`src/rtl/reset_sequencer.sv`:
```
// Multi-channel reset sequencer: holds all downstream resets for RST_CYCLES,
// then releases channels lowest-first with a STAGGER_CYCLES gap between them.
module reset_sequencer #(
  parameter int unsigned NUM_CHANNELS   = 4,
  parameter int unsigned RST_CYCLES     = 1,
  parameter int unsigned STAGGER_CYCLES = 1
) (
  input  logic                    clk,
  input  logic                    reset,
  input  logic                    reset_gate,
  input  logic                    sw_reset_req,
  output logic [NUM_CHANNELS-1:0] rst_out,
  output logic                    seq_done,
  output logic                    busy
);

  localparam int unsigned MAX_CYC = (RST_CYCLES > STAGGER_CYCLES) ? RST_CYCLES : STAGGER_CYCLES;
  localparam int unsigned CNT_W   = $clog2(MAX_CYC) + 1;
  localparam int unsigned IDX_W   = $clog2(NUM_CHANNELS) + 1;

  localparam logic [CNT_W-1:0] HOLD_LAST = CNT_W'(RST_CYCLES - 1);
  localparam logic [CNT_W-1:0] STAG_LAST = CNT_W'(STAGGER_CYCLES - 1);
  localparam logic [IDX_W-1:0] IDX_LAST  = IDX_W'(NUM_CHANNELS - 1);
  localparam logic [IDX_W-1:0] IDX_ONE   = IDX_W'(1);
  localparam logic [CNT_W-1:0] CNT_ONE   = CNT_W'(1);
  localparam logic [NUM_CHANNELS-1:0] CH_ONE = NUM_CHANNELS'(1);

  typedef enum logic [1:0] {
    S_HOLD    = 2'd0,
    S_RELEASE = 2'd1,
    S_DONE    = 2'd2
  } state_t;

  state_t                  state_q, state_d;
  logic [CNT_W-1:0]        cnt_q, cnt_d;
  logic [IDX_W-1:0]        idx_q, idx_d;
  logic [NUM_CHANNELS-1:0] rst_out_d;
  logic                    seq_done_d;
  logic                    busy_d;

  // State, counters and all outputs are registered together
  always_ff @(posedge clk or posedge reset) begin
    if (reset) begin
      state_q  <= S_HOLD;
      cnt_q    <= '0;
      idx_q    <= '0;
      rst_out  <= '1;
      seq_done <= 1'b0;
      busy     <= 1'b1;
    end else begin
      state_q  <= state_d;
      cnt_q    <= cnt_d;
      idx_q    <= idx_d;
      rst_out  <= rst_out_d;
      seq_done <= seq_done_d;
      busy     <= busy_d;
    end
  end

  // Next-state logic; a software request overrides gating and any pending release
  always_comb begin
    state_d    = state_q;
    cnt_d      = cnt_q;
    idx_d      = idx_q;
    rst_out_d  = rst_out;
    seq_done_d = seq_done;
    busy_d     = busy;

    if (sw_reset_req) begin
      state_d    = S_HOLD;
      cnt_d      = '0;
      idx_d      = '0;
      rst_out_d  = '1;
      seq_done_d = 1'b0;
      busy_d     = 1'b1;
    end else begin
      case (state_q)
        S_HOLD: begin
          if (!reset_gate) begin
            if (cnt_q == HOLD_LAST) begin
              cnt_d        = '0;
              idx_d        = IDX_ONE;
              rst_out_d[0] = 1'b0;
              if (NUM_CHANNELS == 1) begin
                state_d    = S_DONE;
                seq_done_d = 1'b1;
                busy_d     = 1'b0;
              end else begin
                state_d    = S_RELEASE;
              end
            end else begin
              cnt_d = cnt_q + CNT_ONE;
            end
          end
        end

        S_RELEASE: begin
          if (!reset_gate) begin
            if (cnt_q == STAG_LAST) begin
              cnt_d     = '0;
              idx_d     = idx_q + IDX_ONE;
              rst_out_d = rst_out & ~(CH_ONE << idx_q);
              if (idx_q == IDX_LAST) begin
                state_d    = S_DONE;
                rst_out_d  = '0;
                seq_done_d = 1'b1;
                busy_d     = 1'b0;
              end
            end else begin
              cnt_d = cnt_q + CNT_ONE;
            end
          end
        end

        S_DONE: begin
          rst_out_d  = '0;
          seq_done_d = 1'b1;
          busy_d     = 1'b0;
        end

        default: begin
          state_d = S_HOLD;
        end
      endcase
    end
  end

endmodule
```
`config.mk`:
```
export PLATFORM = sky130hd
export DESIGN_NAME = reset_sequencer
export DESIGN_NICKNAME = d
export VERILOG_FILES = /design/src/rtl/reset_sequencer.sv
export SDC_FILE = /design/constraint.sdc
export NUM_CORES = 1
export LEC_CHECK = 0
export BUFFER_PORTS_ARGS = -buffer_cell sky130_fd_sc_hd__buf_2
export CAP_MARGIN = 20
export CORE_MARGIN = 8
export CORE_UTILIZATION = 35
export CTS_CLUSTER_SIZE = 14
export DETAILED_ROUTE_END_ITERATION = 8
export MAX_ROUTING_LAYER = met4
export SLEW_MARGIN = 30
export SYNTH_ARGS = -nofsm -noshare
export SYNTH_HDL_FRONTEND = slang
export SYNTH_SLANG_ARGS = --single-unit
```
`constraint.sdc`:
```
create_clock -name clk -period 1.49 [get_ports clk]
set_input_delay 0.149 -clock clk [delete_from_list [all_inputs] [get_ports clk]]
set_output_delay 0.149 -clock clk [all_outputs]
set_load 0.05 [all_outputs]
```
# After elaboration in Yosys (flattened, before gate mapping)
# Cells that the tools add are included.
# classes
n_mux	35
n_eq_ne	10
reduce_logical	12
n_addsub	2
bitwise_logic	2
n_shift	1
# ops
op	count
4-bit two-way mux	4
3-bit two-way mux	5
3-bit != test, second input constant	5
1-bit two-way mux	14
2-bit two-way mux	6
3-bit case mux with 2 select lines	2
5-bit AND reduction	2
2-bit case mux with 3 select lines	1
6-bit AND reduction	1
3-bit nonzero test	2
4-bit bitwise AND	1
4-bit NOT	1
1-bit case mux with 2 select lines	2
4-bit AND reduction	1
4-bit nonzero test	1
1-bit by 3-bit left shift with 4-bit output, first input constant	1
3-bit by 1-bit adder with 3-bit output, second input constant	1
3-bit by 2-bit equality test with 1-bit output, second input constant	1
1-bit case mux with 3 select lines	1
3-bit AND reduction	1
2-bit by 1-bit equality test with 1-bit output, second input constant	1
2-bit equality test, second input constant	1
2-bit logical NOT	1
2-bit by 1-bit != test with 1-bit output, second input constant	1
5 further kinds	5
# word_totals
reg_bits	12
input_bits	4
wordCells	69
output_inout_bits	6

# Depth between registers and ports, before layout
# Gate-level depths: netlist of run 1.
# logic_depth
depth_word	8
mapped_depth	5
ltp_nobuf	5

# Worst setup path after synthesis of run 1
# Ideal clock, no wire load.
# synth_path
path_type	flip-flop to flip-flop
startpoint	register idx_q[0]
endpoint	register rst_out[1]
setup_slack_ns	0.267
t_arrival_ns	1.161
setup_ns	0.062
required_ns	1.428
period_less_slack_ns	1.223
stages_incl_launch_ff	5
n_path_buf	0
cell_sequence	dfrtp_1 ha_1 ha_1 nor2_1 a221o_1
# synth_via
elab_chain_len	8
elab_cells_between_ends	9
classes_between	eq/ne: 1; shift: 1; mux: 5; bitwise: 2
# synth_lines
element	line_no	text
start: declaration	36	logic [IDX_W-1:0] idx_q, idx_d;
start signal: assignment	53	idx_q <= idx_d;
1-bit by 3-bit left shift with 4-bit output	102	rst_out_d = rst_out & ~(CH_ONE << idx_q);
4-bit NOT	102	
4-bit bitwise AND	102	
4-bit two-way mux (*)	103	if (idx_q == IDX_LAST) begin
4-bit two-way mux (*)	99	if (cnt_q == STAG_LAST) begin
4-bit two-way mux (*)	98	if (!reset_gate) begin
3-bit case mux with 2 select lines (*)	77	case (state_q)
4-bit two-way mux (*)	69	if (sw_reset_req) begin
end signal: assignment	54	rst_out <= rst_out_d;
end: declaration	12	output logic [NUM_CHANNELS-1:0] rst_out,
# Every way passes the cells marked *; elsewhere a longest branch is shown, timed or not. The select of a mux whose other input is x is not followed.
# A chain may end at the register's enable or synchronous reset.

# Final worst setup path of run 1
# layout_path
startpoint	register idx_q[0]
endpoint	register seq_done
# layout_via
elab_chain_len	3
# layout_lines
element	line_no	text
3-bit by 2-bit equality test with 1-bit output	103	
3-bit != test (no source line)	--	
4-bit AND reduction (no source line)	--	
end signal: assignment	55	seq_done <= seq_done_d;
end: declaration	13	output logic seq_done,
# Every way passes these cells.

==> results of run 1 <==
[flip-flops by register name, summed over array words and instances, names as in the netlist]
register / count
rst_out: 4
idx_q: 3
state_q: 2
busy: 1
seq_done: 1
[routing by layer]
| metal | routed length [µm] | up-vias | GRT usage |
|---|---|---|---|
| li1 | - | 215 | - |
| met1 | 572 | 217 | 0.100 |
| met2 | 563 | 10 | 0.124 |
| met3 | 34 | 2 | 0.0270 |
| met4 | 14 | 0 | 0.0309 |
| met5 | 0 | - | - |
[final timing paths]
path	start	to	cells past startpoint
max	idx_q[0]$_DFFE_PP0P_	seq_done$_DFFE_PP0P_	4
min	sw_reset_req	idx_q[2]$_DFFE_PP0P_	2
min reg2reg	busy$_DFFE_PP1P_	busy$_DFFE_PP1P_	1
max reg2reg	idx_q[0]$_DFFE_PP0P_	seq_done$_DFFE_PP0P_	4
min in group asynchronous	reset	idx_q[0]$_DFFE_PP0P_	3
max in group asynchronous	reset	rst_out[0]$_DFFE_PP1P_	3
[critical path, delay by kind of cell (launching register included)]
family                   cells  cell delay (ns)
AO/OA/AOI/OAI                2             0.36
adder cells (fa/ha/maj)      2             0.45
flip-flops                   1             0.43
[power by group through the flow]
stage / Combinational (mW) / Clock (mW) / Sequential (mW)
6_report: 0.0838 / 0.205 / 0.322
5_1_grt: 0.0935 / 0.223 / 0.324
4_1_cts: 0.0848 / 0.210 / 0.322
3_5_place_dp: 0.0826 / 0 / 0.327
3_3_place_gp: 0.0830 / 0 / 0.327
2_1_floorplan: 0.0421 / 0 / 0.343
[cells by family after synthesis]
group	after synthesis	share of synthesized area
AO/OA/AOI/OAI	17	0.212
adder cells (fa/ha/maj)	5	0.108
buffers and inverters	7	0.0475
flip-flops	11	0.486
multiplexers	1	0.0173
AND/OR/NAND/NOR	12	0.130
[synth_stat cells (2+ instances only)]
library cell  count
dfrtp_1           6
a21oi_1           5
dfstp_2           5
ha_1              5
inv_1             5
a21boi_0          2
a221o_1           2
nor2_1            2
nor3_1            2
o21ai_0           2
[area by class of cell]
class	instances	area, µm²
tap	16	20.0
sequential	11	282
multi-input combinational	35	273
inverter	5	18.8
fill	152	835
timing repair buffer	12	70.1
clock buffer	4	26.3
[what timing repair did]
action,4_1_cts,5_1_grt
resized for setup,0,1
endpoints found under the hold margin,6,0
setup endpoints to repair,0,1
hold buffers,1,0
==> impl_metrics.csv, run 1 <==
group,metric,value,unit
status,status,"complete, no violations",
routing,vias_per_cell,5.35,
final_layout,num_antenna_cells,0,
power_and_ir_drop,pwr-share-clk,0.335,
routing,wl_per_cell,14.3,µm
placed_design,place_area,651,µm²
timing,setup-tns-final,0,ns
placed_design,gp_congestion,0.848,
final_layout,stdcell_count,83,
setup_path,path_class,"reg -> reg",
setup_path,critical_path.most_common_cell,"ha_1",
final_layout,synthToLayoutAreaGrowth,19.0,%
logic_synthesis,ys_types,27,
timing,slew_viol_final,0,
die,die_w,56.7,µm
power_and_ir_drop,power.total,611,µW
grt,grt_max_degree,14,
clock_network,cts_buffer_depth,2,
power_and_ir_drop,p_sw_frac,0.272,
power_and_ir_drop,combPwrFrac,0.137,
power_and_ir_drop,p_per_area,886,nW/µm²
clock_network,cts_sinks,11,
timing,layout_min_cycle_time,1.36,ns
clock_network,post-cts-setup-buffer-count,0,
logic_synthesis,synth_nets,62,
timing,skew,0.00382,ns
final_layout,final_cell_mix,"buf_2, dfrtp_1",
setup_path,crit_required,1.63,ns
final_layout,final_common_cell,"buf_2",
hold_path,hp-class,"in -> reg",
clock_network,cts_tree,"yes",
logic_synthesis,ys_ff_latch,11,
power_and_ir_drop,power.leakage,0.298,nW
clock_network,cts-buffers-inserted,3,
logic_synthesis,yosysWarnings,0,
timing,rsz0062_at_grt,"false",
routing,wirelength,1.18,mm
die,die_area,3210,µm²
setup_path,cp_slowest_stage_delay,0.43,ns
timing,period_share,0.911,
power_and_ir_drop,ir_drop,0.520,mV
timing,worstMarginPinSlew,0.414,ns
grt,grt_pass1_wl,2.09,mm
die,boundaryPins,10,
clock_network,cts.reportedPaths.clkPinSlew,0.07,ns
logic_synthesis,ys_seq_area_frac,0.486,
flow_run,maxCapViolations,0,
timing,setup_violations,0,
logic_synthesis,synthDominantAreaCellType,"dfrtp_1",
placed_design,dp_slack,0.136,ns
logic_synthesis,avgSynthCellArea,10.9,µm²
clock_network,ctsRootBufferMaster,"clkbuf_4",
die,core_area,1520,µm²
setup_path,slowest_stage,"dfrtp_1",
setup_path,start_kind,"flop",
routing,dr.pass1.iters,4,
placed_design,numPortBuffers,9,
logic_synthesis,synth_edf_count,0,
setup_path,path_cells,"ha_1 > ha_1 > a31oi_1 > a21oi_1",
logic_synthesis,synth_top_flop_cell,"dfrtp_1",
logic_synthesis,async_flop_share,1.00,
grt,antenna_found_initial,0,
die,die_y,56.7,µm
logic_synthesis,postSynthCellCount,53,
timing,whs,0.211,ns
routing,drc,0,
die,fp-row-count,14,
grt,grt_overflow_total,0,
routing,vias,444,
timing,slew_headroom,0.724,
final_layout,utilization,0.452,
timing,finalHoldViolCount,0,
placed_design,dp.cells,78,
power_and_ir_drop,p_sw,166,µW
final_layout,drive_gt1_frac,0.358,
setup_path,reg2reg_slack,0.13,ns
power_and_ir_drop,seq_power_share,0.528,
final_layout,design_area,689,µm²
setup_path,crit_arrival,1.50,ns
final_layout,fin_nets,77,
power_and_ir_drop,p_int,445,µW
logic_synthesis,netlist_area,579,µm²
timing,layout_setup_ws,0.133,ns
logic_synthesis,yosysTopAreaCellShare,0.259,
routing,ant_nets,0,
placed_design,place_hpwl,880,µm
timing,fmax,737,MHz
setup_path,endpoint_kind,"flop",
routing,drt_iter0_drc,11,
clock_network,insertion_delay,0.27,ns
die,initial_core_util,0.380,
clock_network,htreeDepth,1,
setup_path,crit_fanout,5,
grt,grt_use_total,0.0827,
grt,grt_pass1_vias,441,
logic_synthesis,synth_area_leaders,"dfrtp_1, dfstp_2, ha_1",
No activity file was read; power rests on OpenSTA's default activity.
==> inputs of run 2 (changes only) <==
--- a/config.mk
+++ b/config.mk
@@ -7,10 +7,10 @@
 export LEC_CHECK = 0
 export BUFFER_PORTS_ARGS = -buffer_cell sky130_fd_sc_hd__buf_2
 export CAP_MARGIN = 20
-export CORE_MARGIN = 8
-export CORE_UTILIZATION = 35
+export CORE_AREA = 8 8 45 47
 export CTS_CLUSTER_SIZE = 14
 export DETAILED_ROUTE_END_ITERATION = 8
+export DIE_AREA = 0 0 53 55
 export MAX_ROUTING_LAYER = met4
 export SLEW_MARGIN = 30
 export SYNTH_ARGS = -nofsm -noshare
==> constraint.sdc (replaced) <==
create_clock -name clk -period 1.7 [get_ports clk]
set_input_delay 0.17 -clock clk [delete_from_list [all_inputs] [get_ports clk]]
set_output_delay 0.17 -clock clk [all_outputs]
set_load 0.05 [all_outputs]
==> run 2 against run 1 <==
  * Sequential share of layout area increased by 1.1 points
  * Critical path type unchanged
  * Fmax is 2.7% lower
  * Clock-buffer cell count stayed put
  * Cell area down 2.5%
  * First-iteration DRC count fell by 82%
  * Combinational power decreased by 20%
  * Critical path depth unchanged
  * Cell count fell by 2.4%
==> impl_metrics.csv, run 2 (synthesis results as in run 1) <==
group,metric,value,unit
status,status,"complete, no violations",
clock_network,ctsRootBufferMaster,"clkbuf_4",
setup_path,endpoint_kind,"flop",
timing,skew,0.00163,ns
die,die_area,2920,µm²
grt,grt_max_degree,14,
timing,setup-tns-final,0,ns
grt,grt_pass1_vias,410,
power_and_ir_drop,p_sw,145,µW
final_layout,stdcell_count,81,
setup_path,crit_required,1.92,ns
power_and_ir_drop,seq_power_share,0.535,
final_layout,largest_reg_flops,4,
clock_network,cts_resized,0,
die,boundaryPins,10,
final_layout,reg_top3,"rst_out (4), idx_q (3), state_q (2)",
timing,worstMarginPinSlew,0.426,ns
timing,finalHoldViolCount,0,
routing,vias,412,
setup_path,crit_fanout,5,
power_and_ir_drop,p_per_area,792,nW/µm²
final_layout,drive_gt1_frac,0.323,
timing,fmax,717,MHz
clock_network,cts-buffers-inserted,3,
placed_design,place_hpwl,788,µm
routing,drt_iter0_drc,2,
hold_path,hp-start,"sw_reset_req",
routing,vias_per_cell,5.09,
timing,rsz0062_at_grt,"false",
timing,setup_violations,0,
routing,dr.pass1.iters,2,
grt,antenna_found_initial,0,
power_and_ir_drop,p_sw_frac,0.272,
final_layout,top_register,"rst_out",
setup_path,start_kind,"flop",
die,die_y,55,µm
final_layout,fin_nets,75,
grt,grt_overflow_total,0,
placed_design,gp_congestion,0.805,
clock_network,cts_sinks,11,
die,fp-row-count,14,
routing,ant_nets,0,
final_layout,final_cell_mix,"buf_2, dfrtp_1",
routing,wl_per_cell,13.6,µm
grt,grt_use_total,0.0893,
flow_run,maxCapViolations,0,
die,initial_core_util,0.419,
placed_design,numPortBuffers,9,
timing,period_share,0.820,
setup_path,cp-startpoint,"idx_q[0]$_DFFE_PP0P_",
setup_path,reg2reg_from,"idx_q[0]$_DFFE_PP0P_",
final_layout,final_common_cell,"buf_2",
die,die_w,53,µm
routing,drc,0,
timing,slew_viol_final,0,
clock_network,cts_tree,"yes",
power_and_ir_drop,combPwrFrac,0.126,
grt,grt_pass1_wl,1.84,mm
placed_design,dp.cells,76,
hold_path,hp-class,"in -> reg",
die,core_area,1380,µm²
timing,slew_headroom,0.716,
clock_network,cts_buffer_depth,2,
power_and_ir_drop,power.leakage,0.287,nW
final_layout,synthToLayoutAreaGrowth,16.0,%
power_and_ir_drop,ir_drop,0.522,mV
setup_path,crit_arrival,1.61,ns
timing,layout_min_cycle_time,1.39,ns
routing,wirelength,1.10,mm
final_layout,num_antenna_cells,0,
power_and_ir_drop,p_int,387,µW
clock_network,htreeDepth,1,
clock_network,insertion_delay,0.27,ns
power_and_ir_drop,pwr-share-clk,0.339,
clock_network,cts.reportedPaths.clkPinSlew,0.07,ns
setup_path,path_class,"reg -> reg",
==> run 2: layer usage <==
layer  part of all wire  global-route usage  up-vias
li1                   -                   -      211
met3              0.035              0.0374        2
met1               0.53               0.108      193
met5                  0                   -        -
met2               0.41               0.121        6
met4              0.024              0.0517        0
==> run 2: per-stage QoR <==
stage | power, mW | cell area, µm² | util | hold WS (ns) | setup slack (ns)
after floorplan | 0.337 | 579 | - | 0.0189 | 0.477
after global placement | 0.356 | 636 | 0.459 | 0.189 | 0.333
after detailed placement | 0.355 | 636 | 0.459 | 0.188 | 0.332
after CTS | 0.536 | 672 | 0.486 | 0.224 | 0.311
after global routing | 0.556 | 672 | 0.486 | 0.235 | 0.198
final | 0.532 | 672 | 0.486 | 0.226 | 0.305
==> run 2: worst paths after layout <==
| check | endpoint | slack, ns | cells after the start |
|---|---|---|---|
| min reg2reg | busy$_DFFE_PP1P_ | 0.51 | 1 |
| min | idx_q[2]$_DFFE_PP0P_ | 0.23 | 2 |
| max in group asynchronous | busy$_DFFE_PP1P_ | 0.95 | 3 |
| max reg2reg | rst_out[1]$_DFFE_PP1P_ | 0.31 | 4 |
| max | rst_out[1]$_DFFE_PP1P_ | 0.31 | 4 |
| min in group asynchronous | idx_q[1]$_DFFE_PP0P_ | 0.42 | 3 |
==> run 2: power by group through the flow <==
stage	logic [mW]	clock network, mW	registers, mW
final	0.0669	0.180	0.285
after global routing	0.0742	0.196	0.286
after CTS	0.0678	0.184	0.284
after detailed placement	0.0659	0	0.289
after global placement	0.0674	0	0.289
after floorplan	0.0369	0	0.300
==> run 2: critical path, cell delays in order (launching register included) <==
cell and delay, ns:
dfrtp_1 0.42, ha_1 0.22, ha_1 0.22, nor2_1 0.27, a221o_1 0.20
==> run 2: layout make-up <==
| type | instances | area, µm² |
|---|---|---|
| fill | 120 | 712 |
| sequential | 11 | 282 |
| multi-input combinational | 35 | 270 |
| timing repair buffer | 10 | 55.1 |
| clock buffer | 4 | 26.3 |
| tap | 16 | 20.0 |
| inverter | 5 | 18.8 |
==> run 2: timing repair <==
action	4_1_cts	5_1_grt
buffers inserted	0	0
hold buffers	1	0
endpoints found under the hold margin	6	0
